**config.mk**
```make
export PLATFORM = sky130hd
export DESIGN_NAME = fetch_unit
export DESIGN_NICKNAME = d
export VERILOG_FILES = /design/src/rtl/fetch_unit.sv
export SDC_FILE = /design/constraint.sdc
export NUM_CORES = 1
export LEC_CHECK = 0
export CAP_MARGIN = 20
export CORE_MARGIN = 2
export CORE_UTILIZATION = 44
export CTS_CLUSTER_SIZE = 40
export DETAILED_ROUTE_END_ITERATION = 6
export PLACE_DENSITY = 0.81
export SYNTH_ARGS = -nofsm -noshare
export SYNTH_HDL_FRONTEND = slang
export SYNTH_SLANG_ARGS = --single-unit
```
**constraint.sdc**
```tcl
create_clock -name clk_i -period 2.1 [get_ports clk_i]
set_input_delay 0.21 -clock clk_i [delete_from_list [all_inputs] [get_ports clk_i]]
set_output_delay 0.21 -clock clk_i [all_outputs]
set_load 0.02 [all_outputs]
```
**src/rtl/fetch_unit.sv**
```systemverilog
`default_nettype none
// ============================================================================
// Module   : fetch_unit
// Brief    : PC owner; single-outstanding instruction fetch with valid/ready
//            output to decode. Optional macro FETCH_MISALIGN_CHECK_EN adds
//            misaligned-redirect trapping (fetch_err_o, ERR state).
// Revision : 1.0 - initial release
// ============================================================================
module fetch_unit #(
  parameter logic [31:0] RESET_PC = 32'h0000_0000
) (
  input  logic        clk_i,
  input  logic        rst_i,
  output logic        mem_req_o,
  output logic [31:0] mem_addr_o,
  input  logic        mem_gnt_i,
  input  logic        mem_rvalid_i,
  input  logic [31:0] mem_rdata_i,
  output logic        instr_valid_o,
  input  logic        instr_ready_i,
  output logic [31:0] instr_o,
  output logic [31:0] pc_o,
  input  logic        pc_next_sel_i,
  input  logic        redirect_i,
`ifdef FETCH_MISALIGN_CHECK_EN
  output logic        fetch_err_o,
`endif
  input  logic [31:0] redirect_pc_i
);

`ifdef FETCH_MISALIGN_CHECK_EN
  typedef enum logic [1:0] {
    ST_REQ   = 2'd0,
    ST_WAIT  = 2'd1,
    ST_VALID = 2'd2,
    ST_ERR   = 2'd3
  } state_t;
`else
  typedef enum logic [1:0] {
    ST_REQ   = 2'd0,
    ST_WAIT  = 2'd1,
    ST_VALID = 2'd2
  } state_t;
`endif

  state_t      r_state;
  state_t      w_state_nxt;
  logic [31:0] r_pc;
  logic [31:0] w_pc_nxt;
  logic [31:0] r_instr;
  logic [31:0] w_instr_nxt;
  logic [31:0] r_pc_o;
  logic [31:0] w_pc_o_nxt;
  logic        r_discard;
  logic        w_discard_nxt;
  logic        w_redir_ok;
  logic [31:0] w_redir_pc;
`ifdef FETCH_MISALIGN_CHECK_EN
  logic        w_redir_bad;
`endif

  always_comb begin
`ifdef FETCH_MISALIGN_CHECK_EN
    w_redir_bad = redirect_i & (redirect_pc_i[1:0] != 2'b00);
    w_redir_ok  = redirect_i & ~w_redir_bad;
    w_redir_pc  = redirect_pc_i;
`else
    w_redir_ok  = redirect_i;
    w_redir_pc  = redirect_pc_i & 32'hFFFF_FFFC;
`endif
  end

  // A misaligned redirect suppresses the request in the same cycle so no
  // grant can be taken for a fetch that is about to be abandoned.
  always_comb begin
    mem_req_o = (r_state == ST_REQ) & ~rst_i;
`ifdef FETCH_MISALIGN_CHECK_EN
    mem_req_o = mem_req_o & ~w_redir_bad;
    fetch_err_o = (r_state == ST_ERR);
`endif
  end

  assign mem_addr_o    = r_pc;
  assign instr_valid_o = (r_state == ST_VALID);
  assign instr_o       = r_instr;
  assign pc_o          = r_pc_o;

  always_comb begin
    w_state_nxt   = r_state;
    w_pc_nxt      = r_pc;
    w_instr_nxt   = r_instr;
    w_pc_o_nxt    = r_pc_o;
    w_discard_nxt = r_discard;
    case (r_state)
      ST_REQ: begin
        if (mem_req_o && mem_gnt_i) begin
          w_state_nxt = ST_WAIT;
          if (w_redir_ok) w_discard_nxt = 1'b1;
        end
        if (w_redir_ok) w_pc_nxt = w_redir_pc;
`ifdef FETCH_MISALIGN_CHECK_EN
        if (w_redir_bad) w_state_nxt = ST_ERR;
`endif
      end
      ST_WAIT: begin
        if (mem_rvalid_i) begin
          w_state_nxt   = ST_REQ;
          w_discard_nxt = 1'b0;
          if (!r_discard && !redirect_i) begin
            w_state_nxt = ST_VALID;
            w_instr_nxt = mem_rdata_i;
            w_pc_o_nxt  = r_pc;
          end
        end else if (redirect_i) begin
          w_discard_nxt = 1'b1;
        end
        if (w_redir_ok) w_pc_nxt = w_redir_pc;
`ifdef FETCH_MISALIGN_CHECK_EN
        if (w_redir_bad) w_state_nxt = ST_ERR;
`endif
      end
      ST_VALID: begin
        if (w_redir_ok) begin
          w_pc_nxt    = w_redir_pc;
          w_state_nxt = ST_REQ;
        end else if (instr_ready_i) begin
          w_state_nxt = ST_REQ;
          if (pc_next_sel_i) w_pc_nxt = r_pc + 32'd4;
        end
`ifdef FETCH_MISALIGN_CHECK_EN
        if (w_redir_bad) w_state_nxt = ST_ERR;
`endif
      end
`ifdef FETCH_MISALIGN_CHECK_EN
      ST_ERR: begin
        if (mem_rvalid_i) w_discard_nxt = 1'b0;
        if (w_redir_ok) begin
          w_pc_nxt    = w_redir_pc;
          w_state_nxt = ST_REQ;
        end
      end
`endif
      default: w_state_nxt = ST_REQ;
    endcase
  end

  // Reset landing in WAIT leaves a response in flight; the sticky discard
  // flag survives multi-cycle resets so that response is dropped later.
  always_ff @(posedge clk_i) begin
    if (rst_i) begin
      r_state   <= ST_REQ;
      r_pc      <= RESET_PC;
      r_instr   <= 32'd0;
      r_pc_o    <= 32'd0;
      r_discard <= (r_discard || (r_state == ST_WAIT)) && !mem_rvalid_i;
    end else begin
      r_state   <= w_state_nxt;
      r_pc      <= w_pc_nxt;
      r_instr   <= w_instr_nxt;
      r_pc_o    <= w_pc_o_nxt;
      r_discard <= w_discard_nxt;
    end
  end

endmodule
`default_nettype wire

```
Word-level counts from Yosys, hierarchy flattened
Index checks and enable logic that the tools add are counted.
{"block": "classes", "addsub": 1, "n_eq_ne": 8, "mux": 16, "n_bitwise": 2, "reduce_logical": 15}
{"operator": "32-bit two-way mux", "n": 4}
{"operator": "32-bit case mux with 2 select lines", "n": 1}
{"operator": "32-bit by 3-bit adder with 32-bit output, second input constant", "n": 1}
{"operator": "2-bit two-way mux", "n": 5}
{"operator": "3-bit by 1-bit inequality test with 1-bit output, second input constant", "n": 2}
{"operator": "2-bit case mux with 3 select lines", "n": 1}
{"operator": "3-bit AND reduction", "n": 2}
{"operator": "1-bit two-way mux", "n": 4}
{"operator": "2-bit by 1-bit inequality test with 1-bit output, second input constant", "n": 2}
{"operator": "4-bit AND reduction", "n": 1}
{"operator": "1-bit logical AND", "n": 3}
{"operator": "1-bit zero test", "n": 3}
{"operator": "3-bit by 2-bit inequality test with 1-bit output, second input constant", "n": 1}
{"operator": "3-bit nonzero test", "n": 1}
{"operator": "2-bit by 1-bit == test with 1-bit output, second input constant", "n": 1}
{"operator": "2-bit == test, second input constant", "n": 1}
{"operator": "2-bit zero test", "n": 1}
{"operator": "2-bit inequality test, second input constant", "n": 1}
{"operator": "1-bit case mux with 2 select lines", "n": 1}
{"operator": "2-bit AND reduction", "n": 1}
{"operator": "2-bit nonzero test", "n": 1}
{"operator": "2-bit OR reduction", "n": 1}
{"operator": "1-bit AND", "n": 1}
{"operator": "1-bit logical OR", "n": 1}
{"operator": "1-bit NOT", "n": 1}
{"block": "word_totals", "register_bits": 99, "input_bits": 71}

Logic depth before layout (Yosys ltp)
{"block": "depth", "word_depth": 6, "ltp_mapped": 8, "mapped_depth_nobuf": 6}

Worst setup path before layout
No wires, ideal clock.
{"block": "synth_path", "kind": "flip-flop to flip-flop", "from": "register r_pc[2] (netlist: mem_addr_o[2])", "to": "register r_pc[20] (netlist: mem_addr_o[20])", "setup_time_ns": 0.077, "arrival_time_ns": 1.948, "t_required_ns": 2.023, "setup_slack_ns": 0.076, "path_stages_with_launch": 7, "period_less_slack_ns": 2.024, "cell_sequence": "dfxtp_1 ha_1 nand3_1 nor4_4 nand4_1 or4_1 a41oi_2"}
{"block": "synth_via", "elab_chain_len": 5}
{"element": "start, declared", "line": "48", "rtl": "logic [31:0] r_pc;"}
{"element": "start signal, assigned", "line": "158", "rtl": "r_pc <= w_pc_nxt;"}
{"element": "32-bit by 3-bit adder with 32-bit output", "line": "128", "rtl": "if (pc_next_sel_i) w_pc_nxt = r_pc + 32'd4;"}
{"element": "32-bit two-way mux", "line": "128"}
{"element": "32-bit two-way mux", "line": "126", "rtl": "end else if (instr_ready_i) begin"}
{"element": "32-bit two-way mux", "line": "123", "rtl": "if (w_redir_ok) begin"}
{"element": "32-bit case mux with 2 select lines", "line": "94", "rtl": "case (r_state)"}
Every way passes these cells. The select of a mux whose other input is x is not followed.
A chain may end at the register's enable or synchronous reset.

Worst setup path after layout
{"block": "layout_path", "from": "register r_pc[17] (netlist: mem_addr_o[17])", "to": "register r_pc[24] (netlist: mem_addr_o[24])"}
The elaborated chain is that of the path after synthesis.

==> metrics.txt <==
# TYPE chip_impl_metric gauge
chip_impl_info{name="outcome",value="complete, no violations"} 1
chip_impl_metric{name="timing_max_transition_violations_final",unit=""} 0
chip_impl_metric{name="final_nets",unit=""} 818
chip_impl_metric{name="fmax",unit="MHz"} 496
chip_impl_metric{name="leakage",unit="µW"} 0.00231
chip_impl_metric{name="core",unit="µm²"} 9640
chip_impl_metric{name="antenna_found_initial",unit=""} 0
chip_impl_metric{name="grt_pass1_wl",unit="µm"} 21900
chip_impl_info{name="cts_root_buf",value="clkbuf_8"} 1
chip_impl_info{name="final_cell_mix",value="clkdlybuf4s50_1 (161), nand2_1 (156), dfxtp_1 (94), a21oi_1 (80), buf_4 (43)"} 1
chip_impl_metric{name="timing.critical_path.required",unit="ps"} 2370
chip_impl_metric{name="cts.hold.buffers_added",unit=""} 0
chip_impl_metric{name="count_of_buffers_inserted_at_the_top_level_ports",unit=""} 162
chip_impl_metric{name="critPathMaxFanout",unit=""} 7
chip_impl_info{name="cp-end-kind",value="register"} 1
chip_impl_metric{name="drt_wl_total",unit="µm"} 13900
chip_impl_metric{name="grtUsageTotal",unit="%"} 26.2
chip_impl_info{name="cpMostUsedCell",value="a311oi_1"} 1
chip_impl_metric{name="number_of_buffers_created_by_cts",unit=""} 9
chip_impl_metric{name="maximum_number_of_pins_on_one_net_before_global_route_repair",unit=""} 63
chip_impl_metric{name="ys_seq_area_share",unit="%"} 44.3
chip_impl_metric{name="cts_buffer_depth",unit=""} 2
chip_impl_metric{name="remaining_drc_errors",unit=""} 0
chip_impl_metric{name="crit_path_max_incr_delay",unit="ps"} 490
chip_impl_metric{name="top_level_ports",unit=""} 169
chip_impl_metric{name="dr.pass1.iters",unit=""} 5
chip_impl_metric{name="final_cells",unit=""} 882
chip_impl_metric{name="cp.arrival",unit="ps"} 2290
chip_impl_metric{name="placement.setup.worst_slack",unit="ps"} 33.2
chip_impl_metric{name="synthCells",unit=""} 568
chip_impl_metric{name="std_cell_rows",unit=""} 36
chip_impl_metric{name="placed_insts",unit=""} 868
chip_impl_metric{name="syn-cell-area",unit="µm²"} 4310
chip_impl_metric{name="finalHoldViolations",unit=""} 0
chip_impl_info{name="tightest_hold_check_type",value="in -> reg"} 1
chip_impl_metric{name="cts_max_level",unit=""} 3
chip_impl_info{name="layout.cells.most_common",value="clkdlybuf4s50_1"} 1
chip_impl_metric{name="number_of_inserted_diodes",unit=""} 0
chip_impl_metric{name="stdcell_area",unit="µm²"} 6500
chip_impl_metric{name="synth.yosys.warnings",unit=""} 0
chip_impl_metric{name="post_route_cells_drive_above_1_share",unit="%"} 9.61
chip_impl_metric{name="chipHeight",unit="µm"} 103
chip_impl_metric{name="synthesis.area_per_instance",unit="µm²"} 7.60
chip_impl_metric{name="post-route-period-util",unit="%"} 95.9
chip_impl_metric{name="layout_area_growth_over_synthesis",unit="%"} 50.6
chip_impl_metric{name="setup-tns-final",unit="ps"} 0
chip_impl_metric{name="clk-insertion-delay-late",unit="ps"} 370
chip_impl_metric{name="viasPerCell",unit=""} 5.48
chip_impl_metric{name="place.gp.congestion",unit=""} 0.933
chip_impl_info{name="timing.setup.critical_path_class",value="reg -> reg"} 1
chip_impl_metric{name="finClkSkew",unit="ps"} 11.3
chip_impl_metric{name="synth-edff-count",unit=""} 1
chip_impl_metric{name="drt-initial-drc-count",unit=""} 393
chip_impl_metric{name="number_of_max_capacitance_violations_reported",unit=""} 0
chip_impl_metric{name="synthDistinctLibCells",unit=""} 56
chip_impl_metric{name="postSynthRegisterBits",unit=""} 95
chip_impl_metric{name="cts.reportedPaths.clkPinSlew",unit="ps"} 90
chip_impl_metric{name="power_density",unit="nW/µm²"} 546
chip_impl_metric{name="route.detailed.wl_per_inst",unit="µm"} 15.7
chip_impl_metric{name="dpl.hpwl",unit="µm"} 9910
chip_impl_info{name="dominantRegCellSynth",value="dfxtp_1"} 1
chip_impl_metric{name="die_area",unit="µm²"} 10600
chip_impl_info{name="worstSetupStartpointType",value="register"} 1
chip_impl_metric{name="design_power_total",unit="µW"} 3550
chip_impl_metric{name="clock_sinks",unit=""} 95
chip_impl_info{name="cts_tree",value="built"} 1
chip_impl_metric{name="final_period_minus_worst_setup_slack",unit="ps"} 2010
chip_impl_metric{name="placed_cell_areas",unit="µm²"} 6350
chip_impl_metric{name="via_count",unit=""} 4834
chip_impl_metric{name="peakVddDrop",unit="V"} 0.000286
chip_impl_metric{name="first_global_vias",unit=""} 4606
chip_impl_info{name="rsz0062_at_grt",value="true"} 1
chip_impl_info{name="timing.critical_path.cells",value="nand4_1 > nor4_4 > buf_4 > and2_1 > a311oi_1 > a311oi_1"} 1
chip_impl_metric{name="async_flop_share",unit="%"} 0
chip_impl_metric{name="global_route.overflow_total",unit=""} 0
chip_impl_metric{name="initial_core_util",unit="%"} 44.8
chip_impl_info{name="cpMaxStageDelayCell",value="dfxtp_1"} 1
chip_impl_metric{name="timing.final.setup_violations",unit=""} 0
chip_impl_metric{name="final_critical_path_setup_slack",unit="ps"} 85.6
chip_impl_metric{name="drtAntennaViolNets",unit=""} 0
chip_impl_metric{name="die-width",unit="µm"} 103
## flip-flops by register name (all words and copies together), names as in the netlist
register and count:
mem_addr_o 30, r_discard 1, r_state 2, pc_o 30, instr_o 32
## cell type report
type,instances,area (µm²)
Sequential cell,95,1910
Fill cell,810,3140
Inverter,2,7.51
Tap cell,133,166
Clock inverter,2,10.0
Timing Repair Buffer,209,2030
Multi-Input combinational cell,429,2230
Clock buffer,12,135
## stage by stage
step	utilization [%]	hold WS, ps
2_1_floorplan	-	330
3_3_place_gp	65.8	441
3_5_place_dp	65.8	446
4_1_cts	67.3	227
5_1_grt	67.4	255
6_report	67.4	233
## report_power, final
group          switching, µW  internal, µW
clock                    618           416
sequential              53.0          1860
combinational            293           306
## final timing paths
path                  startpoint        endpoint  cells past startpoint  slack (ps)
setup / recovery  mem_addr_o[17]  mem_addr_o[24]                      6          90
hold reg to reg         pc_o[29]        pc_o[29]                      2         460
setup reg to reg  mem_addr_o[17]  mem_addr_o[24]                      6          90
hold / removal             rst_i     instr_o[31]                      2         230
## cell usage after synthesis, drive strengths merged (8+ instances only)
library cell  number  area (µm²)
a21oi             80         400
a31oi             13        81.3
and2               8        50.1
and3              10        62.6
buf               10        58.8
clkbuf            35         131
dfxtp             94        1880
nand2            156         586
nand3             24         125
nand4             11        75.1
nor2              30         113
nor3              10        50.1
nor4               8        86.3
o21ai             17        85.1
or3                8        50.1
## per-layer routing
layer	vias up	global-route usage (%)	wire, µm
met1	2236	32.7	5620
li1	2330	-	-
met5	-	0	0
met3	37	5.83	1020
met4	0	11.1	342
met2	231	43.7	6890
## worst max-delay path, delay by kind of cell, from the launching register on
kind                   cells  cell delay, ps
buffers and inverters      1             180
AOI/OAI and AO/OA          2             390
and+or+nand+nor            3             860
DFF                        1             490
## cell families (layout without fill, tap and decap cells)
| group | Yosys count | after routing | share of synthesized area, % |
|---|---|---|---|
| simple gates | 277 | 277 | 30.1 |
| compound gates | 143 | 143 | 19.6 |
| flops | 95 | 95 | 44.3 |
| buf+inv | 47 | 225 | 4.58 |
| mux | 4 | 4 | 0.986 |
| fa+ha+maj | 1 | 1 | 0.290 |
| other cells | 1 | 4 | 0.0869 |
## what timing repair did
item / CTS / global route
resized for setup: 0 / 2
endpoints found under the setup margin: 0 / 3
buffers inserted: 0 / 0
(Power assumes the default switching activity.)
